## config.mk

```make
export PLATFORM = sky130hd
export DESIGN_NAME = pdp8_kl8
export DESIGN_NICKNAME = d
export VERILOG_FILES = /design/src/rtl/pdp8_kl8.sv
export SDC_FILE = /design/constraint.sdc
export NUM_CORES = 1
export LEC_CHECK = 0
export ABC_AREA = 1
export CAP_MARGIN = 5
export CORE_UTILIZATION = 40
export CTS_BUF_LIST = sky130_fd_sc_hd__clkbuf_2
export CTS_CLUSTER_DIAMETER = 80
export DETAILED_ROUTE_END_ITERATION = 8
export GPL_TIMING_DRIVEN = 0
export PLACE_DENSITY = 0.77
export SYNTH_ARGS = -nofsm -noshare
export SYNTH_HDL_FRONTEND = slang
export SYNTH_SLANG_ARGS = --single-unit
```

## constraint.sdc

```tcl
create_clock -name clk -period 2.8 [get_ports clk]
set_input_delay 0.28 -clock clk [delete_from_list [all_inputs] [get_ports clk]]
set_output_delay 0.28 -clock clk [all_outputs]
set_load 0.02 [all_outputs]
```

## src/rtl/pdp8_kl8.sv

```systemverilog
// PDP-8 KL8 console teletype: keyboard receiver (KBD_DEV) and printer transmitter (TTY_DEV)
// behind the IOT bus, with byte-stream handshakes toward the host.
module pdp8_kl8 #(
    parameter logic [5:0]  KBD_DEV     = 6'o03,
    parameter logic [5:0]  TTY_DEV     = 6'o04,
    parameter int unsigned PRINT_DELAY = 16
) (
    input  logic        clk,
    input  logic        reset,
    input  logic        iot,
    input  logic [11:0] mb,
    input  logic [5:0]  io_select,
    input  logic [11:0] io_data_in,
    output logic [11:0] io_data_out,
    output logic        io_data_avail,
    output logic        io_skip,
    output logic        io_interrupt,
    input  logic        rx_valid,
    input  logic [7:0]  rx_data,
    output logic        rx_ready,
    output logic        tx_valid,
    output logic [7:0]  tx_data,
    input  logic        tx_ready
);

    localparam int unsigned CW = (PRINT_DELAY > 1) ? $clog2(PRINT_DELAY) : 1;
    localparam logic [CW-1:0] CNT_INIT = CW'(PRINT_DELAY - 1);

    typedef enum logic [1:0] {StIdle, StSend, StWait} tty_state_e;

    tty_state_e    state;
    logic [CW-1:0] counter;
    logic          kbd_flag;
    logic          tty_flag;
    logic [7:0]    kbuf;
    logic          iot_q;

    logic       iot_rise;
    logic       kbd_sel;
    logic       tty_sel;
    logic [2:0] pulse;
    logic       kbd_clear;
    logic       tty_cmd;
    logic       tty_set;
    logic       tty_clr;
    logic       print_start;
    logic       wait_done;
    logic       unused_mb;

    assign pulse     = mb[2:0];
    assign unused_mb = ^mb[11:3];
    assign iot_rise  = iot & ~iot_q;
    assign kbd_sel   = iot && (io_select == KBD_DEV);
    assign tty_sel   = iot && (io_select == TTY_DEV);

    assign kbd_clear   = kbd_sel && iot_rise &&
                         (pulse == 3'd0 || pulse == 3'd2 || pulse == 3'd6);
    assign tty_cmd     = tty_sel && iot_rise;
    assign tty_set     = tty_cmd && (pulse == 3'd0);
    assign tty_clr     = tty_cmd && (pulse == 3'd2 || pulse == 3'd6);
    assign print_start = tty_cmd && (pulse == 3'd4 || pulse == 3'd6);
    assign wait_done   = (state == StWait) && (counter == '0);

    assign rx_ready     = ~kbd_flag;
    assign io_interrupt = kbd_flag | tty_flag;

    always_comb begin
        io_data_avail = 1'b0;
        io_skip       = 1'b0;
        io_data_out   = '0;
        if (kbd_sel) begin
            case (pulse)
                3'd1: io_skip = kbd_flag;
                3'd2: io_data_avail = 1'b1;
                3'd4: begin
                    io_data_avail = 1'b1;
                    io_data_out   = io_data_in | {4'b0, kbuf};
                end
                3'd6: begin
                    io_data_avail = 1'b1;
                    io_data_out   = {4'b0, kbuf};
                end
                default: ;
            endcase
        end else if (tty_sel) begin
            if (pulse == 3'd1) io_skip = tty_flag;
        end
    end

    // Keyboard side; a CPU clear beats a simultaneous host byte.
    always_ff @(posedge clk) begin
        if (reset) begin
            iot_q    <= 1'b0;
            kbd_flag <= 1'b0;
            kbuf     <= '0;
        end else begin
            iot_q <= iot;
            if (kbd_clear) begin
                kbd_flag <= 1'b0;
            end else if (rx_valid && !kbd_flag) begin
                kbd_flag <= 1'b1;
                kbuf     <= rx_data;
            end
        end
    end

    // Printer FSM; an explicit TFL/TCF/TLS overrides the end-of-print flag set.
    always_ff @(posedge clk) begin
        if (reset) begin
            state    <= StIdle;
            counter  <= '0;
            tx_valid <= 1'b0;
            tx_data  <= '0;
            tty_flag <= 1'b0;
        end else begin
            case (state)
                StIdle: begin
                    if (print_start) begin
                        tx_data  <= io_data_in[7:0];
                        tx_valid <= 1'b1;
                        state    <= StSend;
                    end
                end
                StSend: begin
                    if (tx_ready) begin
                        tx_valid <= 1'b0;
                        counter  <= CNT_INIT;
                        state    <= StWait;
                    end
                end
                StWait: begin
                    if (counter == '0) state <= StIdle;
                    else               counter <= counter - CW'(1);
                end
                default: state <= StIdle;
            endcase

            if (tty_set)        tty_flag <= 1'b1;
            else if (tty_clr)   tty_flag <= 1'b0;
            else if (wait_done) tty_flag <= 1'b1;
        end
    end

endmodule

```

==> Yosys cells after proc, flatten, opt, wreduce, memory -nomap -nowiden <==
Cells that the tools add are included.
W data, S select, Z words.
{ "classes": {"add_sub_neg": 1, "eq_ne": 12, "mux": 21, "n_bitwise": 6, "reduce_logical": 28} }
{ "ops": {"columns": ["cell", "n"], "rows": [
  ["$pmux W12 S2", 1],
  ["$mux W12", 1],
  ["$or A12 B8 Y12", 1],
  ["$mux W1", 11],
  ["$logic_and A1 B1 Y1", 10],
  ["$reduce_and A3 Y1", 3],
  ["$mux W4", 2],
  ["$pmux W4 S2", 1],
  ["$eq A3 B3 Y1 const B", 2],
  ["$eq A6 B2 Y1 const B", 1],
  ["$eq A6 B3 Y1 const B", 1],
  ["$mux W2", 3],
  ["$ne A2 B2 Y1 const B", 3],
  ["$pmux W2 S3", 1],
  ["$logic_not A4 Y1", 1],
  ["$logic_or A1 B1 Y1", 4],
  ["$reduce_and A2 Y1", 2],
  ["$reduce_bool A2 Y1", 2],
  ["$sub A4 B1 Y4 const B", 1],
  ["$eq A3 B1 Y1 const B", 1],
  ["$eq A3 B2 Y1 const B", 1],
  ["$logic_not A3 Y1", 1],
  ["$not A1 Y1", 3],
  ["$reduce_bool A3 Y1", 1],
  ["10 further kinds", 10]
]} }
{ "totals": {"ff_bits": 26, "input_bits": 43, "output_inout_bits": 25, "elab_cells": 76} }

==> Logic depth before layout (Yosys ltp) <==
Gate-level depths: netlist of the first run.
{ "logic_depth": {"ltp_word": 6, "mapped_depth": 9, "ltp_nobuf": 8} }

==> Worst setup path before layout of the first run <==
Ideal clock, no wire load.
{ "synth_path": {"path_type": "in2out", "startpoint": "input mb[2]", "endpoint": "output io_data_out[10]", "t_arrival_ns": 1.215, "required_time_ns": 2.520, "setup_slack_ns": 1.305, "cell_stages": 3, "path_buffers": 1, "path_cell_list": "buf_4 nand3_1 nor3b_1"} }
{ "synth_between": {"elab_chain_cells": 3, "elab_cells_between_ends": 4, "cone_classes": "eq/ne: 2; mux: 2"} }
{ "synth_rtl": {"columns": ["item", "line", "source"], "rows": [
  ["start, declared", "11", "input logic [11:0] mb,"],
  ["$eq A3 B3 Y1", "72", "case (pulse)"],
  ["$pmux W12 S2 (*)", "72", null],
  ["$mux W12 (*)", "71", "if (kbd_sel) begin"],
  ["end, declared", "14", "output logic [11:0] io_data_out,"]
]} }
Mark *: on every way between the ends. The rest lies on a longest branch, timed or not.

==> Worst setup path after layout of the first run <==
{ "layout_path": {"startpoint": "input iot", "endpoint": "output io_data_out[5]"} }
{ "layout_between": {"elab_chain_cells": 2} }
{ "layout_rtl": {"columns": ["item", "line", "source"], "rows": [
  ["start, declared", "10", "input logic iot,"],
  ["$logic_and A1 B1 Y1", "53", "assign kbd_sel = iot && (io_select == KBD_DEV);"],
  ["$mux W12", "71", null]
]} }
No other way between the ends.

==> impl_metrics.ini, run 1 <==
[status]
outcome = finished clean

[cells_and_area]
layout_common_cells = 57 x clkdlybuf4s50_1, 46 x inv_1, 40 x nand2_1
drive_gt1_frac = 0.0931
area_delta_synth_final_pct = 44.6
nets = 335
layout.cells.most_common = clkdlybuf4s50_1
post-route-util = 0.629
antenna_cells = 0
final_cell_count_no_fill = 336

[drt]
via_per_inst = 4.54
via_count = 1526
drt-initial-drc-count = 53
totalWireLength_um = 3560
final_antenna_net_count = 0
drc = 0
wl_per_cell_um = 10.6
dr.pass1.iters = 8

[floorplanning]
die_w_um = 63.4
design.die.area_sq_um = 4020
pin_count = 68
row_count = 21
core_area_sq_um = 3470
initial_core_util = 0.435
die_height_um = 63.4

[sta]
max_freq_ghz = 0.396
relSlewSlack = 0.734
skew_ns = 0.0147
fin_crit_ns = 2.53
worst_pin_slew_ns = 0.399
fin_ws_ns = 0.275
timing.final.crit_share = 0.902
hold_violations = 0
fin_tns_setup_ns = 0
setup_viol = 0
drv_slew = 0
rsz0062_at_grt = false

[clocking]
clk_pin_slew_ns = 0.23
root_buffer = clkbuf_2
numCtsBuffers = 3
cts_setup_buffers = 0
cts-resized-gates = 0
hold_buffers = 0
cts.sinks = 26
clockBufferDepth = 2
tritoncts = built
clk_latency_ns = 0.36
htreeDepth = 1

[worst_hold_path]
hold_path_depth = 7
hold_class = primary input to flip-flop

[logic_synthesis]
syn_area_sq_um = 1510
syn_avg_cell_area_sq_um = 6.58
synth_cell_types = 26
synthArstFlopShare = 0
syn_inst = 229
synth-seq-cells = 26
yosys_most_used_dff = dfxtp_1
synth_edf_count = 0
synth_nets = 273
ys_seq_area_frac = 0.345
ys_warn_count = 0

[power]
powerDensity_nw_per_um2 = 344
leakage_nw = 1.02
ir_drop_uv = 210

[critical_path]
critPathRequiredTime_ns = 2.52
cp_slowest_cell = clkdlybuf4s50_1
reg2reg_depth = 7
max_stage_delay_ns = 0.64
critPathArrivalTime_ns = 2.25
startpoint_type = primary input
cp_max_fo = 8
crit_chain = clkdlybuf4s50_1, nand3_1, nor2_2, nand3_1, a21oi_1, clkdlybuf4s50_1
crit_path_end_kind = primary output
path_class = primary input to primary output

[grt]
overflow = 0
grt_pass1_wl_um = 6000
grt_util_all_layers = 0.190
antenna_found_initial = 0
grt_max_degree = 16
grt_pass1_vias = 1354

[flow_run]
maxCapViolations = 0

[placed_design]
gp_congestion = 0.871
dp_hpwl_um = 2740
dp_cells = 332
portBuffers = 57
preCtsSetupSlack_ns = 0.300
==> critical path, delay by kind of cell <==
| family | cells | cell delay, ns |
|---|---|---|
| buf+inv | 2 | 1.13 |
| simple gates | 3 | 0.57 |
| compound gates | 1 | 0.26 |
==> final timing paths <==
check / endpoint / start / slack [ns]
worst min register to register: tx_valid / tx_valid / 0.48
worst max-delay path: io_data_out[5] / iot / 0.27
worst max register to register: counter[3] / counter[0] / 1.41
worst min-delay path: tty_flag / mb[2] / 0.44
==> layout make-up <==
class                      count  area (sq um)
clock inverter                 1          30.0
timing repair buffer          57           571
clock buffer                   3          15.0
fill                         346          1290
multi-input combinational    148           751
inverter                      49           184
buffer                         6          52.6
sequential                    26           520
tap                           46          57.6
==> synth_stat cells (all sizes together), types with 2 or more instances <==
| cell | number | area, sq um |
|---|---|---|
| a21oi | 20 | 111 |
| inv | 49 | 184 |
| or2 | 2 | 12.5 |
| o21bai | 4 | 30.0 |
| nand3 | 19 | 118 |
| buf | 5 | 48.8 |
| nor2 | 44 | 193 |
| o21ai | 4 | 20.0 |
| dfxtp | 26 | 521 |
| nor3b | 4 | 30.0 |
| nand2 | 41 | 156 |
| nand4 | 5 | 31.3 |
==> cells by family (layout without fill, tap and decap cells) <==
logic type               Yosys count  in the layout  share of synthesized area
AND/OR/NAND/NOR                  117            117                      0.373
buffers and inverters             55            116                      0.157
AO/OA/AOI/OAI                     30             30                      0.116
flip-flops                        26             26                      0.345
adder cells (fa/ha/maj)            1              1                    0.00830
==> metal layers <==
| layer | global-route usage | share of wire | up-vias |
|---|---|---|---|
| li1 | - | - | 829 |
| met1 | 0.257 | 0.49 | 651 |
| met2 | 0.297 | 0.44 | 40 |
| met3 | 0.0308 | 0.046 | 6 |
| met4 | 0.0795 | 0.018 | 0 |
| met5 | 0 | 0 | - |
==> where the power goes <==
group          internal [mW]  total, mW  leakage (nW)  switching [mW]
combinational         0.0683      0.123         0.779          0.0550
clock                  0.123      0.237        0.0266           0.114
sequential             0.382      0.390         0.212         0.00745
==> per-stage QoR <==
| step | hold slack (ns) | cell area (sq um) | total power [mW] |
|---|---|---|---|
| finish | 0.439 | 2180 | 0.750 |
| global route | 0.413 | 2180 | 0.791 |
| CTS | 0.427 | 2180 | 0.753 |
| detailed placement | 0.457 | 2140 | 0.519 |
| global placement | 0.452 | 2140 | 0.518 |
| floorplan | 0.349 | 1510 | 0.454 |
==> flip-flops by register name, summed over array words and instances (netlist names) <==
signal    cells
kbd_flag      1
tx_valid      1
kbuf          8
tty_flag      1
counter       4
iot_q         1
tx_data       8
state         2
(Power assumes the default switching activity.)
==> run 2, diff against run 1 <==
--- a/config.mk
+++ b/config.mk
@@ -7,12 +7,14 @@
 export LEC_CHECK = 0
 export ABC_AREA = 1
 export CAP_MARGIN = 5
+export CORE_MARGIN = 4
 export CORE_UTILIZATION = 40
 export CTS_BUF_LIST = sky130_fd_sc_hd__clkbuf_2
 export CTS_CLUSTER_DIAMETER = 80
 export DETAILED_ROUTE_END_ITERATION = 8
 export GPL_TIMING_DRIVEN = 0
 export PLACE_DENSITY = 0.77
+export RECOVER_POWER = 25
 export SYNTH_ARGS = -nofsm -noshare
 export SYNTH_HDL_FRONTEND = slang
 export SYNTH_SLANG_ARGS = --single-unit
==> run 2 against run 1 <==
Critical endpoint is now io_data_out[0]. Largest power group unchanged. Worst hold slack barely moved. Critical path type unchanged. Core utilization shrank 4.1 points. Combinational power hardly changed. Cell area shrank 1.4%. Register-to-register slack lost 0.09 ns.
==> impl_metrics.ini, run 2 (synthesis gave the netlist of run 1 again) <==
[clocking]
cts_setup_buffers = 0
cts.sinks = 26
hold_buffers = 0
htreeDepth = 1
tritoncts = built
clk_latency_ns = 0.34
cts-resized-gates = 0
numCtsBuffers = 3
clk_pin_slew_ns = 0.23
root_buffer = clkbuf_2
clockBufferDepth = 2

[drt]
dr.pass1.iters = 4
drc = 0
totalWireLength_um = 3590
via_per_inst = 4.48
wl_per_cell_um = 10.6
drt-initial-drc-count = 42
final_antenna_net_count = 0
via_count = 1514

[power]
powerDensity_nw_per_um2 = 346
pwr-share-clk = 0.314
power_switching_mw = 0.170
swShare = 0.229
internal_power_mw = 0.573
comb_power_share = 0.162
ir_drop_uv = 187
seqPwrFrac = 0.524
leakage_nw = 1.01

[cells_and_area]
antenna_cells = 0
final_cell_count_no_fill = 338
drive_gt1_frac = 0.0759
layout.cells.most_common = clkdlybuf4s50_1
layout_common_cells = 56 x clkdlybuf4s50_1, 47 x inv_1, 40 x nand2_1, 40 x nor2_1, 26 x dfxtp_1
n_fill_cell = 361
biggestRegsByFlops = kbuf (8), tx_data (8), counter (4)
nets = 335
area_delta_synth_final_pct = 42.7

[critical_path]
crit_chain = clkdlybuf4s50_1, nand2_1, inv_1, nand2_1, nor2_2, nand3_1, a21oi_1, clkdlybuf4s50_1
worstReg2RegStart = state[0]
worstSetupPathDepth = 8
crit_path_end_kind = primary output
r2r-end = tx_data[5]
cp_max_fo = 8
crit_start = io_select[0]
reg2reg_slack_ns = 1.32
reg2reg_depth = 5
critPathArrivalTime_ns = 2.22
critPathRequiredTime_ns = 2.52
critPathBufInv = 3
max_stage_delay_ns = 0.66
cp_slowest_cell = clkdlybuf4s50_1
startpoint_type = primary input
cpLargestDelayFamily = buffers and inverters
path_class = primary input to primary output

[sta]
skew_ns = 0.00368
setup_viol = 0
timing.final.crit_share = 0.891
rsz0062_at_grt = false
fin_tns_setup_ns = 0
worst_pin_slew_ns = 0.452
drv_slew = 0
hold_violations = 0
relSlewSlack = 0.699
fin_crit_ns = 2.50
max_freq_ghz = 0.401

[grt]
overflow = 0
grt_pass1_vias = 1520
grt_util_all_layers = 0.154
grt_pass1_wl_um = 6250
antenna_found_initial = 0
grt_max_degree = 16

[floorplanning]
die_w_um = 69.4
initial_core_util = 0.412
row_count = 22
pin_count = 68
core_area_sq_um = 3660
design.die.area_sq_um = 4820
die_height_um = 69.4

[worst_hold_path]
whs_endpoint = tty_flag
hold_path_depth = 7
min_from = mb[2]
hold_class = primary input to flip-flop

[placed_design]
dp_cells = 334
portBuffers = 57
dp_hpwl_um = 2900
gp_congestion = 0.850

[status]
outcome = finished clean

[flow_run]
maxCapViolations = 0
## run 2: cell types whose count changed in the layout (fill, tap and decap cells not counted), sizes merged
cell / change
buf: -1
clkbuf: +1
clkdlybuf4s50: -1
dlygate4sd3: +1
## run 2: power groups by stage
| stage | clock [mW] | combinational, mW | sequential, mW |
|---|---|---|---|
| after global routing | 0.257 | 0.136 | 0.392 |
| final | 0.233 | 0.121 | 0.390 |
| after global placement | 0 | 0.122 | 0.396 |
| after floorplan | 0 | 0.0594 | 0.395 |
| after detailed placement | 0 | 0.123 | 0.396 |
| after CTS | 0.243 | 0.124 | 0.390 |
## run 2: worst min-delay path: stages
cell	delay [ns]
buf_4	0.14
or2_2	0.13
nor2_1	0.04
nand3_1	0.07
nand2_1	0.04
inv_1	0.04
nor2_1	0.04
## run 2: worst max path at each step
stage                      end
2_1_floorplan  io_data_out[10]
3_3_place_gp    io_data_out[7]
3_5_place_dp    io_data_out[0]
4_1_cts         io_data_out[7]
5_1_grt         io_data_out[0]
6_report        io_data_out[0]
## run 2: cell type report
| class | instances | area (sq um) | area share |
|---|---|---|---|
| Buffer | 6 | 45.0 | 0.0209 |
| Clock buffer | 3 | 15.0 | 0.00698 |
| Clock inverter | 1 | 30.0 | 0.0140 |
| Inverter | 49 | 184 | 0.0855 |
| Multi-Input combinational cell | 148 | 726 | 0.337 |
| Sequential cell | 26 | 520 | 0.242 |
| Tap cell | 48 | 60.1 | 0.0279 |
| Timing Repair Buffer | 57 | 571 | 0.265 |
## run 2: routing by layer
layer | track usage | up-vias | share of wire | wire [um]
li1 | - | 826 | - | -
met1 | 0.189 | 638 | 0.47 | 1700
met2 | 0.266 | 44 | 0.46 | 1650
met3 | 0.0275 | 6 | 0.048 | 172
met4 | 0.0629 | 0 | 0.022 | 80
met5 | 0 | - | 0 | 0
## run 2: through the flow
step / worst slack [ns] / utilization / area (sq um) / power (mW) / hold slack, ns
detailed placement: 0.329 / 0.584 / 2140 / 0.519 / 0.466
floorplan: 1.30 / - / 1510 / 0.454 / 0.349
CTS: 0.318 / 0.596 / 2180 / 0.756 / 0.410
global route: 0.126 / 0.587 / 2150 / 0.784 / 0.433
global placement: 0.348 / 0.584 / 2140 / 0.518 / 0.456
finish: 0.305 / 0.587 / 2150 / 0.743 / 0.440
